File: config.mk
export PLATFORM = sky130hd
export DESIGN_NAME = div_unit
export DESIGN_NICKNAME = d
export VERILOG_FILES = /design/src/rtl/div_unit_pkg.sv /design/src/rtl/div_unit.sv
export SDC_FILE = /design/constraint.sdc
export NUM_CORES = 1
export LEC_CHECK = 0
export BUFFER_PORTS_ARGS = -buffer_cell sky130_fd_sc_hd__buf_2
export CELL_PAD_IN_SITES_DETAIL_PLACEMENT = 1
export CELL_PAD_IN_SITES_GLOBAL_PLACEMENT = 1
export CORE_ASPECT_RATIO = 1.4
export CORE_MARGIN = 3
export CORE_UTILIZATION = 47
export DETAILED_ROUTE_END_ITERATION = 12
export MAX_ROUTING_LAYER = met4
export PLACE_DENSITY = 0.88
export SYNTH_ARGS = -nofsm -noshare
export SYNTH_HDL_FRONTEND = slang
export SYNTH_SLANG_ARGS = --single-unit
File: constraint.sdc
create_clock -name clk -period 7.18 [get_ports clk]
set_input_delay 0.359 -clock clk [delete_from_list [all_inputs] [get_ports clk]]
set_output_delay 0.359 -clock clk [all_outputs]
set_load 0.1 [all_outputs]
File: src/rtl/div_unit_pkg.sv
// Shared definitions for the iterative divider: state encodings, widths and
// operand sign-conditioning helpers.
package div_unit_pkg;

   localparam int unsigned DATA_W   = 32;
   localparam int unsigned CNT_W    = 6;
   localparam int unsigned DIV_ITER = 32;

   typedef enum logic [1:0] {
      ST_IDLE    = 2'd0,
      ST_DIVZERO = 2'd1,
      ST_BUSY    = 2'd2,
      ST_DONE    = 2'd3
   } div_state_e;

   // Magnitude of an operand; unsigned operands pass through untouched.
   function automatic logic [DATA_W-1:0] op_mag(input logic [DATA_W-1:0] v,
                                                input logic               is_signed);
      return (is_signed && v[DATA_W-1]) ? (~v + DATA_W'(1)) : v;
   endfunction

   // Two's-complement negate when requested.
   function automatic logic [DATA_W-1:0] cond_neg(input logic [DATA_W-1:0] v,
                                                  input logic               neg);
      return neg ? (~v + DATA_W'(1)) : v;
   endfunction

endpackage

File: src/rtl/div_unit.sv
// Multi-cycle radix-2 restoring divider for DIV/DIVU. Stalls the front of the
// pipeline while working and presents a one-cycle hi/lo write in DONE.
module div_unit
   import div_unit_pkg::*;
(
   input  logic              clk,
   input  logic              rst,
   input  logic              start,
   input  logic              signed_div,
   input  logic [31:0]       opdata1,
   input  logic [31:0]       opdata2,
   input  logic              annul,
   output logic [31:0]       result_lo,
   output logic [31:0]       result_hi,
   output logic              ready,
   output logic              hi_we,
   output logic              lo_we,
   output logic              stall_req
);

   div_state_e          state_q, state_d;
   logic [DATA_W-1:0]   rem_q, quo_q, dvs_q;
   logic [CNT_W-1:0]    cnt_q;
   logic                q_neg_q, r_neg_q;

   logic                accept_c;
   logic                last_c;
   logic [DATA_W:0]     trial_c;
   logic [DATA_W-1:0]   step_rem_c, step_quo_c;

   assign accept_c = (state_q == ST_IDLE) && start && !annul;
   assign last_c   = (cnt_q == CNT_W'(DIV_ITER - 1));

   // One restoring step: shift the next dividend bit into the partial remainder and try a subtract.
   always_comb begin
      trial_c    = {rem_q, quo_q[DATA_W-1]} - {1'b0, dvs_q};
      step_rem_c = {rem_q[DATA_W-2:0], quo_q[DATA_W-1]};
      step_quo_c = {quo_q[DATA_W-2:0], 1'b0};
      if (!trial_c[DATA_W]) begin
         step_rem_c = trial_c[DATA_W-1:0];
         step_quo_c = {quo_q[DATA_W-2:0], 1'b1};
      end
   end

   // State register.
   always_ff @(posedge clk) begin
      if (rst) state_q <= ST_IDLE;
      else     state_q <= state_d;
   end

   // Next-state and pipeline stall decode.
   always_comb begin
      state_d   = state_q;
      stall_req = 1'b0;
      case (state_q)
         ST_IDLE: begin
            stall_req = accept_c;
            if (accept_c) state_d = (opdata2 == '0) ? ST_DIVZERO : ST_BUSY;
         end
         ST_DIVZERO: begin
            stall_req = 1'b1;
            state_d   = annul ? ST_IDLE : ST_DONE;
         end
         ST_BUSY: begin
            stall_req = 1'b1;
            if (annul)       state_d = ST_IDLE;
            else if (last_c) state_d = ST_DONE;
         end
         ST_DONE: state_d = ST_IDLE;
         default: state_d = ST_IDLE;
      endcase
   end

   // Write strobes asserted for exactly the DONE cycle.
   always_ff @(posedge clk) begin
      if (rst) begin
         ready <= 1'b0;
         hi_we <= 1'b0;
         lo_we <= 1'b0;
      end else begin
         ready <= (state_d == ST_DONE);
         hi_we <= (state_d == ST_DONE);
         lo_we <= (state_d == ST_DONE);
      end
   end

   // Operand capture, iteration datapath and sign-corrected result registers.
   always_ff @(posedge clk) begin
      if (rst) begin
         rem_q     <= '0;
         quo_q     <= '0;
         dvs_q     <= '0;
         cnt_q     <= '0;
         q_neg_q   <= 1'b0;
         r_neg_q   <= 1'b0;
         result_lo <= '0;
         result_hi <= '0;
      end else begin
         case (state_q)
            ST_IDLE: begin
               if (accept_c) begin
                  rem_q   <= '0;
                  quo_q   <= op_mag(opdata1, signed_div);
                  dvs_q   <= op_mag(opdata2, signed_div);
                  cnt_q   <= '0;
                  q_neg_q <= signed_div && (opdata1[DATA_W-1] ^ opdata2[DATA_W-1]);
                  r_neg_q <= signed_div && opdata1[DATA_W-1];
               end
            end
            ST_BUSY: begin
               if (!annul) begin
                  rem_q <= step_rem_c;
                  quo_q <= step_quo_c;
                  cnt_q <= cnt_q + CNT_W'(1);
                  if (last_c) begin
                     result_lo <= cond_neg(step_quo_c, q_neg_q);
                     result_hi <= cond_neg(step_rem_c, r_neg_q);
                  end
               end
            end
            ST_DIVZERO: begin
               if (!annul) begin
                  result_lo <= '0;
                  result_hi <= '0;
               end
            end
            default: ;
         endcase
      end
   end

endmodule

# Word level (Yosys, flattened, before mapping)
# Cells that the tools add are included.
op_classes:
  add_sub_neg: 6
  multipliers: 0
  div_mod_pow: 0
  order_cmp: 0
  eq_ne: 9
  n_shift: 0
  mux: 29
  bitwise: 5
  n_reduce_logical: 14
op_table:
  columns: ["cell", "count"]
  rows:
  - ["32-bit two-way mux", 14]
  - ["32-bit one-hot mux with 2 select lines", 4]
  - ["32-bit by 1-bit adder with 32-bit output (second input constant)", 4]
  - ["32-bit inverter", 4]
  - ["33-bit by 32-bit subtractor with 33-bit output", 1]
  - ["32-bit zero test", 1]
  - ["6-bit two-way mux", 2]
  - ["6-bit one-hot mux with 2 select lines", 1]
  - ["2-bit two-way mux", 5]
  - ["2-bit inequality test (second input constant)", 4]
  - ["2-bit one-hot mux with 4 select lines", 1]
  - ["6-bit by 1-bit adder with 6-bit output (second input constant)", 1]
  - ["2-bit == test (second input constant)", 3]
  - ["6-bit by 5-bit == test with 1-bit output (second input constant)", 1]
  - ["1-bit logical AND", 5]
  - ["4-bit AND reduction", 1]
  - ["2-bit nonzero test", 2]
  - ["3-bit AND reduction", 1]
  - ["2-bit by 1-bit == test with 1-bit output (second input constant)", 1]
  - ["2-bit zero test", 1]
  - ["1-bit one-hot mux with 2 select lines", 1]
  - ["2-bit AND reduction", 1]
  - ["2-bit OR reduction", 1]
  - ["1-bit zero test", 1]
  - ["other kinds (2)", 2]
word_totals:
  register_bits: 171
  latchBits: 0
  ramBits: 0
  mem_bits_ro: 0
  input_bits: 69
  word_cells: 73
  mem_count: 0

# Longest topological paths before layout
logic_depth:
  word_depth: 8
  ltp_mapped: 27
  mapped_depth_nobuf: 23

# Worst setup path after synthesis
# No wires, ideal clock.
synth_path:
  path_type: "register to register"
  start: "register quo_q[31]"
  end: "register result_hi[26]"
  setup_time_ps: 126
  arrival_time_ps: 4489
  required_ps: 7054
  slack_ps: 2565
  path_stages_with_launch: 27
  synth_period_minus_slack_ps: 4615
  cell_sequence: "dfxtp_1 inv_1 ha_1 fa_1 nand2b_1 a21oi_1 o211ai_2 a21o_1 a21oi_4 nor2_4 inv_2 buf_2 buf_2 buf_2 o21ai_0 inv_1 ha_1 inv_1 nor3_1 nand2_1 a21oi_1 a31oi_1 or2_0 buf_2 o41ai_1 xnor2_1 o21ai_1"
synth_between:
  elab_chain_len: 8
synth_rtl:
  columns: ["item", "line", "rtl"]
  rows:
  - ["start, declared", "div_unit.sv:22", "logic [DATA_W-1:0] rem_q, quo_q, dvs_q;"]
  - ["start signal, assigned", "div_unit.sv:103", "quo_q <= op_mag(opdata1, signed_div);"]
  - ["start signal, assigned", "div_unit.sv:113", "quo_q <= step_quo_c;"]
  - ["33-bit by 32-bit subtractor with 33-bit output", "div_unit.sv:36", "trial_c = {rem_q, quo_q[DATA_W-1]} - {1'b0, dvs_q};"]
  - ["32-bit two-way mux (*)", "div_unit.sv:39", "if (!trial_c[DATA_W]) begin"]
  - ["32-bit inverter", "div_unit_pkg.sv:25", "return neg ? (~v + DATA_W'(1)) : v;"]
  - ["32-bit by 1-bit adder with 32-bit output", "div_unit_pkg.sv:25", null]
  - ["32-bit two-way mux (*)", "div_unit_pkg.sv:25", null]
  - ["32-bit two-way mux (*)", "div_unit.sv:115", "if (last_c) begin"]
  - ["32-bit two-way mux (*)", "div_unit.sv:111", "if (!annul) begin"]
  - ["32-bit one-hot mux with 2 select lines (*)", "div_unit.sv:99", "case (state_q)"]
  - ["end signal, assigned", "div_unit.sv:117", "result_hi <= cond_neg(step_rem_c, r_neg_q);"]
  - ["end, declared", "div_unit.sv:14", "output logic [31:0] result_hi,"]
# Mark *: on every way between the ends. The rest lies on a longest branch, timed or not. The select of a mux whose other input is x is not followed.
# A chain may end at the register's enable or synchronous reset.

# Worst setup path in the final report
# Same ends and word-level chain as after synthesis.

==> tab_implementation.tex <==
\begin{tabular}{lr}
\hline
Metric & Value \\
\hline
\multicolumn{2}{l}{\textbf{Timing}} \\
\quad Setup TNS after final layout & 0 ps \\
\quad Final worst hold slack & 220 ps \\
\quad Final period util & around 74\% \\
\quad Final setup viols & 0 \\
\quad Peak clock frequency supported by timing & 189 MHz \\
\quad Count of pins over their slew limit & 0 \\
\quad Worst relative slew slack & 22.3\% \\
\quad Final hold violation count & 0 \\
\quad Least setup slack across all paths after layout & between 1500 and 2000 ps \\
\quad Tightest Pin Transition & 1160 ps \\
\quad Time the worst path needs with I/O delays and setup & 5300 ps \\
\quad Max Clock Skew & 12.3 ps \\
\quad RSZ-0062 raised after global routing & false \\
\multicolumn{2}{l}{\textbf{Cells and area}} \\
\quad \# diodes & 0 \\
\quad Layout area overhead & 11.6\% \\
\quad Fillers & roughly 3100 \\
\quad Fraction of layout instances using a drive strength above 1 & 14.0\% \\
\quad Utilization of the core after routing & 54.1\% \\
\quad Net count reported at finish & around 1800 \\
\multicolumn{2}{l}{\textbf{Placement}} \\
\quad Post-detail-place hpwl & a little over 30000 um \\
\quad Placer Congestion & roughly 0.95 \\
\quad Number of buffers inserted by port buffering & 136 \\
\quad Pre-CTS setup slack & 1910 ps \\
\multicolumn{2}{l}{\textbf{Die}} \\
\quad Die height & 193 um \\
\quad Die width & 140 um \\
\quad Ports & about 140 \\
\quad Initial Util & around half \\
\quad Core box area & about 24000 um2 \\
\quad Die outline area & 27000 um2 \\
\quad Rows & 67 \\
\multicolumn{2}{l}{\textbf{Status}} \\
\quad Result of the run & completed \\
\multicolumn{2}{l}{\textbf{Detailed routing}} \\
\quad Overall routed net length & 40900 um \\
\quad Wire length per cell after detailed routing & a little over 20 um \\
\quad Initial detailed-routing violation count & 548 \\
\quad Number of detailed-routing iterations run before antenna repair & 5 \\
\quad Via count normalized by instance count & 6.15 \\
\quad Antenna Nets Post-Route & 0 \\
\quad Via count & about 12000 \\
\quad Detailed-route DRC error count & 0 \\
\multicolumn{2}{l}{\textbf{Synthesis}} \\
\quad Post-synth cell types & 86 \\
\quad Number of register bits inferred by synthesis & 171 \\
\quad Gate count of the mapped netlist & 1587 \\
\quad Biggest area consumer among synthesized cells & sky130\_fd\_sc\_hd\_\_dfxtp\_1 \\
\quad Post-synth EDFFs & 0 \\
\quad Top area cells in the synthesized netlist & sky130\_fd\_sc\_hd\_\_dfxtp\_1 29\%, sky130\_fd\_sc\_hd\_\_nand2\_1 7.3\%, sky130\_fd\_sc\_hd\_\_o21ai\_0 5.3\% \\
\quad Cell Area, Synth & around 12000 um2 \\
\quad Area fraction of the dominant cell type after synthesis & 29.0\% \\
\quad Share of synthesized registers carrying an async set or reset & 0\% \\
\quad Avg Cell Area, Syn & roughly 7.4 um2 \\
\quad Post-synth top flop & sky130\_fd\_sc\_hd\_\_dfxtp\_1 \\
\quad Synth warn & 0 \\
\quad Net Count, Synth & $\sim$1700 \\
\quad Post-synthesis sequential area ratio & between 20\% and 30\% \\
\multicolumn{2}{l}{\textbf{Clocking}} \\
\quad Total setup buffers inserted after CTS & 0 \\
\quad Total number of clock tree sinks & 171 \\
\quad Depth of the CTS H-tree & 4 \\
\quad CTS tree & done \\
\quad Num CTS Buffers & 17 \\
\quad Insertion delay to the later sink of the worst-skew pair & 450 ps \\
\quad CTS root buffer & sky130\_fd\_sc\_hd\_\_clkbuf\_16 \\
\quad Hold buffers post-CTS & 0 \\
\quad Maximum root-to-sink buffer count & 2 \\
\quad CTS-repair resized insts & 0 \\
\quad Clock slew at the register clock pins of the worst setup and hold paths & approximately 70 ps \\
\multicolumn{2}{l}{\textbf{Global routing}} \\
\quad Largest net degree at the start of global routing & 93 \\
\quad Number of antenna violations at the first check in global routing & 0 \\
\quad Vias in the first global route & 12900 \\
\quad First-pass GRT wire length & around 66000 um \\
\quad Aggregate global routing overflow & 0 \\
\quad Total global-route track usage & 30.6\% \\
\multicolumn{2}{l}{\textbf{Pwr}} \\
\quad Power consumption & 2540 uW \\
\quad Largest voltage drop on the vdd net & $\sim$0.00018 V \\
\quad Leakage power figure & 0.00523 uW \\
\quad Power density over the cells & approximately 190 nW/um2 \\
\multicolumn{2}{l}{\textbf{Critical path}} \\
\quad Required time at the endpoint of the critical path & 7520 ps \\
\quad Endpoint type of the worst setup path & flip-flop \\
\quad Arrival time at the worst endpoint & 5640 ps \\
\quad Crit path kind & reg -> reg \\
\quad Kind of launch point of the worst setup path & flip-flop \\
\quad Worst R2R Setup Slack & about 1900 ps \\
\quad Critical-path maximum fanout & 41 \\
\multicolumn{2}{l}{\textbf{Worst hold path}} \\
\quad Hold Path Class & in -> reg \\
\multicolumn{2}{l}{\textbf{Run}} \\
\quad Number of violations of the max-capacitance limit & 0 \\
\hline
\end{tabular}
## layout make-up
cell class                 instances  area (um2)  area share [%]
multi-input combinational       1256        7720            58.7
clock buffer                      19         443            3.37
tap                              310         388            2.95
timing repair buffer             150         788            5.99
sequential                       171        3420            26.0
clock inverter                    12         161            1.23
inverter                          63         236            1.80
## metal layers
metal	wire, um	track usage, %	part of all wire [%]
met5	0	-	0
met4	2890	19.1	7.1
met3	1170	3.80	2.9
met2	22100	56.7	54
met1	14700	29.7	36
## logic make-up (layout without fill, tap and decap cells)
logic type | after synthesis | count (layout) | share of synthesized area [%]
AOI/OAI and AO/OA | 458 | 458 | 25.5
xor gates and xnor gates | 136 | 136 | 10.1
adders and majority gates | 42 | 42 | 4.52
buffers and inverters | 160 | 244 | 5.55
DFF | 171 | 171 | 29.0
muxes | 22 | 22 | 1.90
and+or+nand+nor | 598 | 598 | 23.3
## layout by cell type, fill, tap and decap left out, types with 5 or more instances in the layout
cell / instances
sky130_fd_sc_hd__nor2b_1: 16
sky130_fd_sc_hd__xnor2_1: 69
sky130_fd_sc_hd__nand2b_1: 7
sky130_fd_sc_hd__a21oi_1: 90
sky130_fd_sc_hd__a21o_1: 9
sky130_fd_sc_hd__a22oi_1: 36
sky130_fd_sc_hd__a31oi_1: 36
sky130_fd_sc_hd__a311oi_1: 5
sky130_fd_sc_hd__o21ai_0: 125
sky130_fd_sc_hd__o21ai_1: 14
sky130_fd_sc_hd__a211oi_1: 35
sky130_fd_sc_hd__or3_1: 16
sky130_fd_sc_hd__a21oi_2: 6
sky130_fd_sc_hd__or2_2: 6
sky130_fd_sc_hd__buf_2: 135
sky130_fd_sc_hd__nand2_1: 229
sky130_fd_sc_hd__nor3_1: 32
sky130_fd_sc_hd__ha_1: 41
sky130_fd_sc_hd__or4_1: 9
sky130_fd_sc_hd__o31ai_1: 24
sky130_fd_sc_hd__and2_1: 8
sky130_fd_sc_hd__nor4_1: 12
sky130_fd_sc_hd__o41ai_1: 13
sky130_fd_sc_hd__xor2_1: 67
sky130_fd_sc_hd__dfxtp_1: 171
sky130_fd_sc_hd__nand3b_1: 5
sky130_fd_sc_hd__buf_4: 15
sky130_fd_sc_hd__nand3_1: 48
sky130_fd_sc_hd__nor2_1: 163
sky130_fd_sc_hd__o21a_1: 8
sky130_fd_sc_hd__mux2i_1: 19
sky130_fd_sc_hd__inv_1: 62
sky130_fd_sc_hd__nand4_1: 12
sky130_fd_sc_hd__clkbuf_16: 17
## worst max-delay path, stage by stage, from the launching register on
cell and delay (ps):
sky130_fd_sc_hd__dfxtp_1 380, sky130_fd_sc_hd__inv_1 60, sky130_fd_sc_hd__ha_1 220, sky130_fd_sc_hd__fa_1 400, sky130_fd_sc_hd__nand2b_1 190, sky130_fd_sc_hd__a21oi_1 330
sky130_fd_sc_hd__o211ai_2 180, sky130_fd_sc_hd__a21o_1 250, sky130_fd_sc_hd__a21oi_4 250, sky130_fd_sc_hd__nor2_4 70, sky130_fd_sc_hd__inv_2 500, sky130_fd_sc_hd__o21ai_0 270
sky130_fd_sc_hd__inv_1 110, sky130_fd_sc_hd__ha_1 200, sky130_fd_sc_hd__inv_1 80, sky130_fd_sc_hd__nor3_1 230, sky130_fd_sc_hd__nand2_1 90, sky130_fd_sc_hd__a21oi_1 120
sky130_fd_sc_hd__a31oi_1 70, sky130_fd_sc_hd__or2_0 440, sky130_fd_sc_hd__o41ai_1 500, sky130_fd_sc_hd__xnor2_1 160, sky130_fd_sc_hd__o21ai_1 70
## stage by stage
step                std cells  instance area, um2
global placement         1950               12600
detailed placement       1950               12600
finish                   1981               13200
global route             1981               13200
floorplan                1587               11800
CTS                      1981               13200
## worst paths after layout
| kind | start | endpoint | cells past startpoint |
|---|---|---|---|
| worst max-delay path | quo_q[31]$_SDFFE_PP0P_ | result_hi[26]$_SDFFE_PP0P_ | 22 |
| worst min-delay path | opdata2[1] | dvs_q[1]$_SDFFE_PP0P_ | 3 |
| worst max register to register | quo_q[31]$_SDFFE_PP0P_ | result_hi[26]$_SDFFE_PP0P_ | 22 |
| worst min register to register | result_hi[6]$_SDFFE_PP0P_ | result_hi[6]$_SDFFE_PP0P_ | 2 |
## cell usage after synthesis, types with 24 or more instances
cell	n
sky130_fd_sc_hd__a211oi_1	35
sky130_fd_sc_hd__a21oi_1	90
sky130_fd_sc_hd__a22oi_1	36
sky130_fd_sc_hd__a31oi_1	36
sky130_fd_sc_hd__clkbuf_1	69
sky130_fd_sc_hd__dfxtp_1	171
sky130_fd_sc_hd__ha_1	41
sky130_fd_sc_hd__inv_1	62
sky130_fd_sc_hd__nand2_1	229
sky130_fd_sc_hd__nand3_1	48
sky130_fd_sc_hd__nor2_1	165
sky130_fd_sc_hd__nor3_1	32
sky130_fd_sc_hd__o21ai_0	125
sky130_fd_sc_hd__o31ai_1	24
sky130_fd_sc_hd__xnor2_1	69
sky130_fd_sc_hd__xor2_1	67
## flip-flops by register name (all words and copies together), names as in the netlist
name,flops
result_hi,32
result_lo,32
quo_q,32
state_q,2
r_neg_q,1
rem_q,32
lo_we,1
q_neg_q,1
cnt_q,6
dvs_q,32
## power breakdown
group          total (uW)  switching [uW]  internal [uW]  leakage (uW)
logic                 551             366            184       0.00355
registers            1000            29.8            974       0.00139
clock network         981             421            560      0.000293
Note: power is estimated with default switching activity, not from simulation.
